File: src/rtl/instr_encoder_loader.sv
// instr_encoder_loader
//   Takes decoded instruction fields, packs them into 32-bit instruction
//   words and writes them to consecutive instruction-memory addresses.
//   This is how the Harvard program store gets loaded. A small FIFO sits
//   between field acceptance and the memory write handshake, so tuples can
//   keep arriving while the memory holds off its acknowledge.
//
// Ports
//   clk, rst_n               clock (rising edge), asynchronous active-low reset
//   start, base_addr         begin a session in IDLE; base_addr is the first address
//   in_valid / in_ready      field-tuple handshake
//   in_opcode .. in_rsrc_add decoded instruction fields
//   in_last                  marks the final tuple of the session
//   imem_we/addr/wdata       memory write request, held stable until imem_ack
//   imem_ack                 memory takes the write in this cycle
//   busy, done               session status; done is a one-cycle pulse
//   word_count               number of words written in this session
//   err_illegal, err_wrap    sticky session errors
module instr_encoder_loader #(
  parameter int ADDR_W     = 8,
  parameter int FIFO_DEPTH = 4
) (
  input  logic              clk,
  input  logic              rst_n,
  input  logic              start,
  input  logic [ADDR_W-1:0] base_addr,
  input  logic              in_valid,
  output logic              in_ready,
  input  logic [5:0]        in_opcode,
  input  logic [4:0]        in_rdst2,
  input  logic [4:0]        in_rdst1,
  input  logic [4:0]        in_rsrc2,
  input  logic [4:0]        in_rsrc1,
  input  logic [15:0]       in_imm,
  input  logic [7:0]        in_rdst_add,
  input  logic [7:0]        in_rsrc_add,
  input  logic              in_last,
  output logic              imem_we,
  output logic [ADDR_W-1:0] imem_addr,
  output logic [31:0]       imem_wdata,
  input  logic              imem_ack,
  output logic              busy,
  output logic              done,
  output logic [ADDR_W:0]   word_count,
  output logic              err_illegal,
  output logic              err_wrap
);

  localparam int PTR_W = (FIFO_DEPTH > 1) ? $clog2(FIFO_DEPTH) : 1;
  localparam logic [PTR_W:0] DEPTH_C = (PTR_W+1)'(FIFO_DEPTH);

  typedef enum logic [1:0] {
    S_IDLE   = 2'd0,
    S_ACTIVE = 2'd1,
    S_DRAIN  = 2'd2,
    S_DONE   = 2'd3
  } state_t;

  // Pack one field tuple into an instruction word; unused bits stay 0.
  // Only legal opcodes (0x00..0x10) reach this, so everything past STORE
  // is treated as R-type.
  function automatic logic [31:0] encode(
    input logic [5:0]  op,
    input logic [4:0]  rdst2,
    input logic [4:0]  rdst1,
    input logic [4:0]  rsrc2,
    input logic [4:0]  rsrc1,
    input logic [15:0] imm,
    input logic [7:0]  rdst_add,
    input logic [7:0]  rsrc_add
  );
    logic [31:0] w;
    w        = '0;
    w[31:26] = op;
    if (op == 6'h00) begin
      w[25:21] = rdst2;
      w[15:0]  = imm;
    end else if (op == 6'h01) begin
      w[25:21] = rdst2;
      w[4:0]   = rsrc2;
    end else if (op == 6'h02) begin
      w[25:21] = rdst2;
      w[7:0]   = rsrc_add;
    end else if (op == 6'h03) begin
      w[25:18] = rdst_add;
      w[4:0]   = rsrc2;
    end else begin
      w[25:21] = rdst2;
      w[20:16] = rdst1;
      w[9:5]   = rsrc2;
      w[4:0]   = rsrc1;
    end
    return w;
  endfunction

  state_t              state_q, state_d;
  logic [31:0]         fifo_q [FIFO_DEPTH];
  logic [PTR_W-1:0]    wr_ptr_q, rd_ptr_q;
  logic [PTR_W:0]      count_q, count_d;
  logic                we_q, we_d;
  logic [ADDR_W-1:0]   addr_q;
  logic [ADDR_W:0]     word_count_q;
  logic                err_illegal_q, err_wrap_q;

  logic fifo_full, fifo_empty;
  logic accept, legal, push, pop;
  logic [31:0] enc_word;

  assign fifo_full  = (count_q == DEPTH_C);
  assign fifo_empty = (count_q == '0);

  assign accept   = in_valid && in_ready;
  assign legal    = (in_opcode <= 6'h10);
  // Illegal tuples are consumed from the producer but never buffered.
  assign push     = accept && legal;
  // imem_we is only ever high in ACTIVE/DRAIN, so an ack outside a pending
  // write cannot pop anything.
  assign pop      = we_q && imem_ack;
  assign enc_word = encode(in_opcode, in_rdst2, in_rdst1, in_rsrc2, in_rsrc1,
                           in_imm, in_rdst_add, in_rsrc_add);

  // State register
  always_ff @(posedge clk or negedge rst_n) begin
    if (!rst_n) state_q <= S_IDLE;
    else        state_q <= state_d;
  end

  // Next-state logic
  always_comb begin
    state_d = state_q;
    case (state_q)
      S_IDLE:   if (start) state_d = S_ACTIVE;
      S_ACTIVE: if (accept && in_last) state_d = S_DRAIN;
      S_DRAIN:  if (fifo_empty && !we_q) state_d = S_DONE;
      S_DONE:   state_d = S_IDLE;
      default:  state_d = S_IDLE;
    endcase
  end

  // Output decode
  always_comb begin
    in_ready = (state_q == S_ACTIVE) && !fifo_full;
    busy     = (state_q != S_IDLE);
    done     = (state_q == S_DONE);
  end

  always_comb begin
    count_d = count_q;
    case ({push, pop})
      2'b10:   count_d = count_q + (PTR_W+1)'(1);
      2'b01:   count_d = count_q - (PTR_W+1)'(1);
      default: count_d = count_q;
    endcase
  end

  // The write request is registered: it reflects the FIFO occupancy after
  // this edge, so a word pushed at edge N is presented right after it.
  always_comb begin
    we_d = ((state_d == S_ACTIVE) || (state_d == S_DRAIN)) && (count_d != '0);
  end

  // Buffer storage carries data only; pointers and count track validity.
  always_ff @(posedge clk) begin
    if (push) fifo_q[wr_ptr_q] <= enc_word;
  end

  always_ff @(posedge clk or negedge rst_n) begin
    if (!rst_n) begin
      wr_ptr_q <= '0;
      rd_ptr_q <= '0;
      count_q  <= '0;
      we_q     <= 1'b0;
    end else begin
      if (push) wr_ptr_q <= wr_ptr_q + PTR_W'(1);
      if (pop)  rd_ptr_q <= rd_ptr_q + PTR_W'(1);
      count_q <= count_d;
      we_q    <= we_d;
    end
  end

  // Session bookkeeping: address, word count and sticky errors.
  always_ff @(posedge clk or negedge rst_n) begin
    if (!rst_n) begin
      addr_q        <= '0;
      word_count_q  <= '0;
      err_illegal_q <= 1'b0;
      err_wrap_q    <= 1'b0;
    end else if ((state_q == S_IDLE) && start) begin
      addr_q        <= base_addr;
      word_count_q  <= '0;
      err_illegal_q <= 1'b0;
      err_wrap_q    <= 1'b0;
    end else begin
      if (pop) begin
        addr_q       <= addr_q + ADDR_W'(1);
        word_count_q <= word_count_q + (ADDR_W+1)'(1);
        if (addr_q == {ADDR_W{1'b1}}) err_wrap_q <= 1'b1;
      end
      if (accept && !legal) err_illegal_q <= 1'b1;
    end
  end

  assign imem_we     = we_q;
  assign imem_addr   = addr_q;
  // Head of the FIFO is stable while the request is pending because pushes
  // never target the slot under the read pointer unless the FIFO is empty.
  assign imem_wdata  = we_q ? fifo_q[rd_ptr_q] : 32'h0;
  assign word_count  = word_count_q;
  assign err_illegal = err_illegal_q;
  assign err_wrap    = err_wrap_q;

endmodule
File: config.mk
export PLATFORM = sky130hd
export DESIGN_NAME = instr_encoder_loader
export DESIGN_NICKNAME = d
export VERILOG_FILES = /design/src/rtl/instr_encoder_loader.sv
export SDC_FILE = /design/constraint.sdc
export NUM_CORES = 1
export LEC_CHECK = 0
export CORE_MARGIN = 2
export CORE_UTILIZATION = 50
export CTS_CLUSTER_DIAMETER = 100
export DETAILED_ROUTE_END_ITERATION = 8
export HOLD_SLACK_MARGIN = 0.12
export MAX_ROUTING_LAYER = met4
export PLACE_DENSITY = 0.77
export SLEW_MARGIN = 20
export SYNTH_ARGS = -nofsm -noshare
export SYNTH_HDL_FRONTEND = slang
export SYNTH_SLANG_ARGS = --single-unit
File: constraint.sdc
create_clock -name clk -period 4.1 [get_ports clk]
set_input_delay 1.23 -clock clk [delete_from_list [all_inputs] [get_ports clk]]
set_output_delay 1.23 -clock clk [all_outputs]
set_load 0.1 [all_outputs]
* Yosys cells after proc, flatten, opt, wreduce, memory -nomap -nowiden *
Memories as Yosys holds them, arrays and structs flattened.
Index checks and enable logic that the tools add are counted.

word-level totals
  register bits = 29
  bits in writable memories = 128
  input port bits = 72
  output and inout bits = 55
  memories = 1

operators by class
  $add $sub $neg = 6
  order comparisons = 1
  equality and inequality tests = 12
  multiplexer cells = 33
  reductions and logical operators = 22

memory list
  name    depth  width  read ports  clocked after memory_dff  write ports  line  source
  fifo_q  4      32     1           0                         1            97    logic [31:0] fifo_q [FIFO_DEPTH];

operators with widths
  operator                                                               number
  5-bit two-way mux                                                      10
  32-bit two-way mux                                                     1
  8-bit two-way mux                                                      4
  9-bit two-way mux                                                      2
  6-bit by 2-bit == test with 1-bit output, second input constant        2
  10-bit two-way mux                                                     1
  2-bit two-way mux                                                      5
  9-bit by 1-bit adder with 9-bit output, second input constant          1
  1-bit logical AND                                                      9
  8-bit by 1-bit adder with 8-bit output, second input constant          1
  2-bit == test, second input constant                                   4
  8-bit == test, second input constant                                   1
  2-bit case mux with 4 select lines                                     1
  2-bit nonzero test                                                     4
  1-bit two-way mux                                                      7
  2-bit by 1-bit == test with 1-bit output, second input constant        3
  6-bit by 1-bit == test with 1-bit output, second input constant        1
  6-bit by 5-bit <= comparator with 1-bit output, second input constant  1
  6-bit logical NOT                                                      1
  6-bit two-way mux                                                      1
  3-bit case mux with 2 select lines                                     1
  2-bit by 1-bit adder with 2-bit output, second input constant          2
  3-bit by 1-bit adder with 3-bit output, second input constant          1
  3-bit == test, second input constant                                   1
  other kinds (7)                                                        9

* Depth between registers and ports, before layout *
Gate-level depths: netlist of the first run.

  depth after elaboration = 10
  gate-level depth with buffers = 11

* Worst setup path after synthesis of the first run *
No wires, ideal clock.

  path type = reg-to-output
  from = register count_q[2]
  to = output in_ready
  data arrival time = 2.759 ns
  data required time = 2.870 ns
  path slack = 0.111 ns
  cell stages (with the launch flop) = 3
  path buffers = 0
  path through = dfrtp_1 or3b_2 nor3b_1

between the ends
  word-level cells in the longest chain between the ends = 3

ends and longest elaborated chain
  element                 line  source
  start, declared         99    logic [PTR_W:0] count_q, count_d;
  start signal, assigned  176   count_q <= count_d;
  3-bit == test           109   assign fifo_full = (count_q == DEPTH_C);
  1-bit logical NOT       142   in_ready = (state_q == S_ACTIVE) && !fifo_full;
  1-bit logical AND       142
  end, declared           28    output logic in_ready,

No other way between the ends.

* Final worst setup path of the first run *
  from = register rd_ptr_q[0]
  to = output imem_wdata[27]

between the ends
  word-level cells in the longest chain between the ends = 2

ends and longest elaborated chain
  element                 line  source
  start, declared         98    logic [PTR_W-1:0] wr_ptr_q, rd_ptr_q;
  start signal, assigned  175   if (pop) rd_ptr_q <= rd_ptr_q + PTR_W'(1);
  memory 4 x 32 bit       -
  32-bit two-way mux      207   assign imem_wdata = we_q ? fifo_q[rd_ptr_q] : 32'h0;
  end, declared           40    output logic [31:0] imem_wdata,

No other way between the ends.

==> results of run 1 <==
==> worst register-to-register path: stages, from the launching register on <==
cell     delay, ns
dfrtp_1       0.85
nand2_1       0.47
inv_1         0.14
ha_1          0.19
inv_1         0.06
fa_1          0.38
xor2_1        0.17
or3_1         0.34
a31oi_1       0.17
==> routing by layer <==
metal	wire [um]	global-route usage, %	vias to the layer above	part of all wire (%)
met5	0	-	-	0
met4	130	7.122	0	0.86
met3	1110	5.827	10	7.4
met2	7660	36.13	159	51
met1	6199	28.85	2188	41
li1	-	-	1947	-
==> cell usage in the layout (no fill, tap or decap), types with 5 or more instances in the layout <==
cell type / count
mux2_2: 6
buf_12: 38
clkbuf_16: 17
dfrtp_1: 28
inv_1: 13
a21oi_1: 13
nand2_1: 24
o31ai_1: 8
xor2_1: 5
nand4_1: 5
edfxtp_1: 128
clkdlybuf4s50_1: 90
nand3_1: 13
clkinv_1: 7
o21ai_0: 11
nand3b_1: 5
or4_1: 8
or3_1: 6
buf_4: 11
a221o_1: 5
and2_1: 41
nor2_1: 7
ha_1: 7
mux4_2: 32
==> worst paths after layout <==
path                             start              to  cells after the start
max reg2reg                    imem_we         imem_we                      8
max in group asynchronous        rst_n     rd_ptr_q[0]                      2
max                        rd_ptr_q[0]  imem_wdata[27]                      4
min                           err_wrap        err_wrap                      1
min reg2reg                   err_wrap        err_wrap                      1
min in group asynchronous        rst_n   word_count[6]                      2
==> cell type report <==
class                   count  area share (%)
inverters                  13          0.5280
clock buffers              19           4.684
clock inverters            12           1.124
flip-flops and latches    157           49.45
multi-input cells         238           22.96
repair buffers            139           18.87
well taps                 176           2.383
==> power by group <==
group          leakage (nW)  internal (mW)  total [mW]  switching, mW
registers              1.51           1.89        2.13          0.242
clock network         0.259          0.874        1.44          0.567
logic                  1.50           1.49        4.21           2.72
total                  3.26           4.25        7.78           3.53
==> kinds of logic after synthesis <==
family	count (synthesis)	synth area share (%)
buf+inv	38	2.590
simple gates	128	11.04
fa+ha+maj	8	1.569
mux	42	12.08
xor+xnor	9	1.149
flops	157	66.62
compound gates	51	4.962
==> per-stage QoR <==
stage	setup slack (ns)	area, sq um	total power, mW	utilization [%]
finish	0.5478	9243	7.783	69.52
detailed placement	0.3041	8706	6.395	65.48
global placement	0.4246	8706	6.332	65.48
floorplan	0.1113	6859	4.961	-
global route	0.4200	9243	8.063	69.52
CTS	0.4902	9243	7.842	69.52
==> sequential cells by signal, indices dropped and copies added (netlist names) <==
name         count
imem_addr        8
fifo_q         128
count_q          3
err_wrap         1
state_q          2
imem_we          1
wr_ptr_q         2
err_illegal      1
rd_ptr_q         2
word_count       9
==> results.yml, run 1 <==
final_layout:
  seq_area_sq_mm: 0.004571
  drive_gt1_share_pct: 20.93
  finalNetCount: 646
  n_antenna_cell: 0
  syn2layout_area_growth_pct: 34.75
  fill_cells: 882
  fin_cells: 754
  multi_input_area_sq_mm: 0.002122
clock_tree:
  ctsResizeCount: 0
  h-tree-depth: 4
  cts_tree: "built"
  cts.sinks: 157
  cts_buffer_depth: 2
  post_cts_buffers: 0
  clkLatencyLatePin_ns: 0.42
  holdBufCountCts: 0
  numCtsBuffers: 17
  cts_root_buf: "clkbuf_16"
  clkTransAtPathRegs_ns: 0.06
global_routing:
  grt_usage_pct: 22.66
  grt_pass1_vias: 4556
  antenna_found_initial: 0
  grt_max_degree: 33
  overflow: 0
  grt_pass1_wl_mm: 23.81
yosys:
  synth_edf_count: 128
  synth_top_area_share_pct: 56.04
  ys_types: 44
  yosys.area.top_type: "edfxtp_1"
  ys.flop_type: "edfxtp_1"
  mappedNetlistNets: 513
  yosys-top-cells-count: "edfxtp_1, and2_1, mux4_2"
  netlist_area_sq_mm: 0.006859
  yosysMostFrequentCell: "edfxtp_1"
  yosysSeqAreaShare_pct: 66.62
  yosys-top-cells-area: "edfxtp_1, dfrtp_1, mux4_2, and2_1, nand2_1"
  syn_inst: 433
  async_reset_ff_share_pct: 18.47
  yosys_warnings: 0
  syn_avg_cell_area_sq_um: 15.84
  ys_ff_latch: 157
setup_path:
  worst-path-buf-inv: 2
  cp_top_family: "flip-flops"
  critPathMostFrequentCell: "buf_12"
  crit_type: "reg2out"
  slowest_delay_ns: 0.72
  rrSetupSlack_ns: 1.25
  cp_slowest_cell: "dfrtp_2"
  arrival_ns: 2.32
  end_kind: "output port"
  path_cells: "buf_12 -> mux4_2 -> and2_1 -> buf_12"
  cp_max_fo: 16
  startpoint_type: "flop"
  crit_required_ns: 2.87
placed_design:
  dp_hpwl_mm: 9.944
  place.gp.congestion: 0.7454
  port-buffer-count: 126
  dp.cells: 723
sta:
  rsz0062_at_grt: "no"
  setup_viol_count_final: 0
  hold_ws_ns: 0.4987
  relSlewSlack_pct: 33.30
  min_period_over_period_pct: 86.64
  setup_tns_ns: 0
  fin_crit_ns: 3.552
  worstMarginPinSlew_ns: 0.9974
  fmax_mhz: 281.5
  drv_slew: 0
  skew_ns: 0.009671
  hold_viol: 0
floorplan:
  die-area_sq_mm: 0.01467
  initial_core_util_pct: 51.59
  dieWidth_um: 121.1
  io_pins: 127
  num_rows: 42
  core_sq_mm: 0.01330
  chipHeight_um: 121.1
outcome:
  status: "complete, no violations"
route:
  antenna_left: 0
  drt-wirelength-per-cell_um: 20.03
  avgViaCountPerCell: 5.708
  vias: 4304
  finalWirelength_mm: 15.10
  firstDrtPassIters: 5
  drc: 0
  drtIter0Drc: 338
power:
  p_leak_nw: 3.263
  ir_drop_mv: 0.6412
  powerDensity_mw_per_mm2: 842.1
flow_run:
  drv_cap: 0
worst_hold_path:
  min_path_type: "reg2reg"
Note: power is estimated with default switching activity, not from simulation.
==> run 2, diff against run 1 <==
Clock period 4.1 ns to 3.74 ns, I/O delays scaled along.
==> run 2 against run 1 <==
First-iteration DRC count did not move. Non-clock buffer count rose by 6. Critical path depth did not move. Final cell count rose by 1.1%. Critical path type unchanged. Critical endpoint is now imem_wdata[16]. Sequential cell count did not move. Largest cell class unchanged. Via count rose by 2.6%. Clock-buffer cell count fell by 1. Design area rose by 1.1%. Global-route usage rose by 0.74 points. Total power rose by 15%. Routed wire length rose by 6.0%.
==> results.yml, run 2 (synthesis gave the netlist of run 1 again) <==
outcome:
  status: "complete, no violations"
global_routing:
  grt_pass1_wl_mm: 24.50
  grt_max_degree: 36
  antenna_found_initial: 1
  grt_usage_pct: 23.40
  grt_pass1_vias: 4453
  overflow: 0
sta:
  worstMarginPinSlew_ns: 0.6020
  setup_viol_count_final: 0
  min_period_over_period_pct: 89.26
  relSlewSlack_pct: 59.87
  drv_slew: 0
  hold_viol: 0
  skew_ns: 0.005501
  fmax_mhz: 299.5
  setup_tns_ns: 0
  rsz0062_at_grt: "no"
  fin_crit_ns: 3.338
clock_tree:
  cts_root_buf: "clkbuf_16"
  ctsResizeCount: 0
  clkLatencyLatePin_ns: 0.41
  h-tree-depth: 4
  cts.sinks: 157
  cts_tree: "built"
  numCtsBuffers: 17
  holdBufCountCts: 0
  post_cts_buffers: 0
  cts_buffer_depth: 2
  clkTransAtPathRegs_ns: 0.06
floorplan:
  dieWidth_um: 121.1
  die-area_sq_mm: 0.01467
  num_rows: 42
  initial_core_util_pct: 51.59
  io_pins: 127
  chipHeight_um: 121.1
  core_sq_mm: 0.01330
setup_path:
  cp_max_fo: 13
  crit_type: "reg2out"
  end_kind: "output port"
  path_cells: "buf_12 -> mux4_2 -> and2_1 -> buf_12"
  crit_required_ns: 2.62
  critPathMostFrequentCell: "buf_12"
  arrival_ns: 2.22
  cp_slowest_cell: "dfrtp_2"
  slowest_delay_ns: 0.64
  startpoint_type: "flop"
route:
  finalWirelength_mm: 16.01
  drt-wirelength-per-cell_um: 21.01
  dr_wl_met2_mm: 8.381
  wl_met3_mm: 1.095
  vias: 4414
  topRoutingLayerUsed: "met4"
  firstDrtPassIters: 5
  drc: 0
  antenna_left: 0
  wl_met1_mm: 6.230
  drtIter0Drc: 338
  avgViaCountPerCell: 5.793
final_layout:
  fin_area_sq_mm: 0.009344
  fill_cells: 845
  final_cell_mix: "edfxtp_1, clkdlybuf4s50_1, and2_1"
  finalNetCount: 652
  drive_gt1_share_pct: 26.50
  syn2layout_area_growth_pct: 36.23
  layout_commonest_cell: "edfxtp_1"
  largest_register: "fifo_q"
  largest_reg_flops: 128
power:
  p_leak_nw: 3.384
  ir_drop_mv: 0.6903
  powerDensity_mw_per_mm2: 953.8
placed_design:
  placed_cell_area_sq_mm: 0.008671
  place.gp.congestion: 0.8084
  dp_hpwl_mm: 10.44
  port-buffer-count: 126
flow_run:
  drv_cap: 0
worst_hold_path:
  min_path_type: "reg2reg"
[run 2: report_power, final]
group / total (mW) / switching (mW) / internal, mW
clock network: 1.93 / 0.676 / 1.26
registers: 2.33 / 0.260 / 2.07
logic: 4.65 / 3.02 / 1.64
total: 8.91 / 3.95 / 4.96
[run 2: path summary, 6_finish.rpt]
path	from	endpoint	slack (ns)	cells past startpoint
worst max register to register	count_q[0]	imem_we	1.18	9
worst min-delay path	err_wrap	err_wrap	0.51	1
worst max-delay path	rd_ptr_q[0]	imem_wdata[16]	0.40	4
max in group asynchronous	rst_n	word_count[7]	2.00	2
min in group asynchronous	rst_n	state_q[0]	1.07	1
worst min register to register	err_wrap	err_wrap	0.51	1
[run 2: routing by layer]
metal / vias up / GRT usage [%]
li1: 1960 / -
met1: 2239 / 29.64
met2: 193 / 38.27
met3: 22 / 4.464
met4: 0 / 8.067
met5: - / -
[run 2: cell type report]
class	count	area (sq um)	area share [%]
antenna	1	2.502	0.02678
tap	176	220.2	2.357
clock buffer	18	429.2	4.593
clock inverter	14	240.2	2.571
inverter	13	48.80	0.5222
timing repair buffer	145	1704	18.24
multi-input combinational	238	2127	22.76
sequential	157	4572	48.93
[run 2: metrics by stage]
step | power, mW | std cells | worst slack, ns | hold slack, ns | utilization (%)
2_1_floorplan | 5.443 | 433 | 0.3444 | 0.4950 | -
3_3_place_gp | 6.942 | 729 | 0.3116 | 0.4795 | 65.22
3_5_place_dp | 7.019 | 729 | 0.2227 | 0.4828 | 65.22
4_1_cts | 8.972 | 761 | 0.3520 | 0.5091 | 70.25
5_1_grt | 9.197 | 762 | 0.3190 | 0.5217 | 70.28
6_report | 8.913 | 762 | 0.4017 | 0.5056 | 70.28
[run 2: critical path, delay by kind of cell (launching register included)]
kind,cells,cell delay (ns)
buf+inv,2,0.41
flops,1,0.64
mux,1,0.53
simple gates,1,0.21
==> run 3, diff against run 2 <==
Settings changed: CORE_UTILIZATION 50 to 52, PLACE_DENSITY 0.77 to 0.8.
==> run 3 against run 2 <==
Worst setup slack worse by 0.12 ns. Routed wire length grew 1.3%. Final cell count is 0.66% lower. Worst hold slack got worse by 0.015 ns. Clock skew increased by 0.0035 ns. Sequential power about the same. Largest power group unchanged.
==> results.yml, run 3 (synthesis gave the netlist of run 1 again) <==
final_layout:
  final_cell_mix: "edfxtp_1, clkdlybuf4s50_1, and2_1"
  layout_commonest_cell: "edfxtp_1"
  largest_register: "fifo_q"
  n_antenna_cell: 0
  fin_cells: 757
  drive_gt1_share_pct: 26.84
  finalNetCount: 653
  largest_reg_flops: 128
  multi_input_area_sq_mm: 0.002127
  fill_cells: 759
  seq_area_sq_mm: 0.004572
  syn2layout_area_growth_pct: 36.19
route:
  firstDrtPassIters: 5
  vias: 4417
  drtIter0Drc: 411
  antenna_left: 0
  drt-wirelength-per-cell_um: 21.43
  drc: 0
  finalWirelength_mm: 16.22
  avgViaCountPerCell: 5.835
placed_design:
  dp_hpwl_mm: 10.31
  port-buffer-count: 126
  dp.cells: 726
  place.gp.congestion: 0.8102
floorplan:
  dieWidth_um: 118.9
  initial_core_util_pct: 53.70
  die-area_sq_mm: 0.01413
  io_pins: 127
  num_rows: 41
  chipHeight_um: 118.9
  core_sq_mm: 0.01277
sta:
  fin_crit_ns: 3.455
  fmax_mhz: 289.4
  setup_tns_ns: 0
  min_period_over_period_pct: 92.38
  setup_viol_count_final: 0
  worstMarginPinSlew_ns: 0.6447
  skew_ns: 0.008996
  relSlewSlack_pct: 57.02
  hold_viol: 0
  rsz0062_at_grt: "no"
  drv_slew: 0
power:
  ir_drop_mv: 0.7132
  powerDensity_mw_per_mm2: 947.9
  switching_power_mw: 3.983
  seq_power_share_pct: 26.5
  power_frac_clock_pct: 21.2
  combPwrFrac_pct: 52.3
  p_leak_nw: 3.372
  p_int_mw: 4.872
  sw_frac_of_total_pct: 44.98
setup_path:
  crit_required_ns: 2.62
  cp_max_fo: 23
  slowest_delay_ns: 0.65
  arrival_ns: 2.33
  critPathMostFrequentCell: "buf_12"
  cp_top_family: "flip-flops"
  rrSetupSlack_ns: 1.16
  startpoint_type: "flop"
  worstReg2RegStart: "count_q[1]"
  crit_type: "reg2out"
  worst-path-buf-inv: 2
  reg2reg_to: "imem_we"
  path_cells: "buf_12 -> mux4_2 -> and2_1 -> buf_12"
  r2r_cells: 9
  end_kind: "output port"
  cp_slowest_cell: "dfrtp_2"
global_routing:
  grt_usage_pct: 24.37
  antenna_found_initial: 0
  grt_pass1_vias: 4654
  grt_max_degree: 36
  grt_pass1_wl_mm: 25.10
  overflow: 0
clock_tree:
  h-tree-depth: 4
  post_cts_buffers: 0
  holdBufCountCts: 0
  cts_tree: "built"
  cts_buffer_depth: 2
  ctsResizeCount: 0
  cts_root_buf: "clkbuf_16"
  numCtsBuffers: 17
  clkTransAtPathRegs_ns: 0.06
  cts.sinks: 157
  clkLatencyLatePin_ns: 0.42
flow_run:
  drv_cap: 0
worst_hold_path:
  min_from: "err_wrap"
  min_path_type: "reg2reg"
  holdPathEnd: "err_wrap"
  hold_depth: 1
outcome:
  status: "complete, no violations"
[run 3: cell count changes in the layout (fill, tap and decap cells not counted), sizes merged]
cell	delta
bufinv	-1
diode	-1
clkinv	-4
clkinvlp	+3
buf	+1
inv	+1
[run 3: worst max path at each step]
stage / end / cells after the start / start
after global routing: imem_wdata[27] / 4 / rd_ptr_q[0]
after floorplan: imem_wdata[10] / 3 / imem_we
final: imem_wdata[27] / 4 / rd_ptr_q[0]
after global placement: imem_we / 10 / in_opcode[3]
after detailed placement: imem_we / 10 / in_opcode[3]
after CTS: imem_wdata[27] / 4 / rd_ptr_q[0]
[run 3: per-stage QoR]
| step | total power, mW | cell area, sq um | hold WS, ns | worst slack, ns | utilization [%] |
|---|---|---|---|---|---|
| 2_1_floorplan | 5.443 | 6864 | 0.4950 | 0.3444 | - |
| 3_3_place_gp | 6.916 | 8698 | 0.4773 | 0.2702 | 68.10 |
| 3_5_place_dp | 6.997 | 8698 | 0.4821 | 0.1214 | 68.10 |
| 4_1_cts | 8.900 | 9340 | 0.4958 | 0.2420 | 73.12 |
| 5_1_grt | 9.119 | 9341 | 0.5034 | 0.1951 | 73.13 |
| 6_report | 8.855 | 9341 | 0.4909 | 0.2851 | 73.13 |
[run 3: area by class of cell]
| cell class | instances | share of cell area, % |
|---|---|---|
| Timing Repair Buffer | 146 | 18.59 |
| Clock buffer | 18 | 4.594 |
| Inverter | 13 | 0.5224 |
| Clock inverter | 13 | 2.277 |
| Multi-Input combinational cell | 238 | 22.77 |
| Sequential cell | 157 | 48.94 |
| Tap cell | 172 | 2.304 |
[run 3: layer usage]
| metal | share of wire, % | track usage, % |
|---|---|---|
| met5 | 0 | - |
| met4 | 2.2 | 7.664 |
| met3 | 5.7 | 5.125 |
| met2 | 53 | 42.10 |
| met1 | 39 | 28.82 |
[run 3: power by group through the flow]
stage	clock (mW)	combinational [mW]	sequential, mW
after floorplan	0	2.75	2.69
after global placement	0	4.57	2.35
after detailed placement	0	4.63	2.37
after CTS	1.89	4.66	2.34
after global routing	1.96	4.78	2.37
final	1.88	4.63	2.34
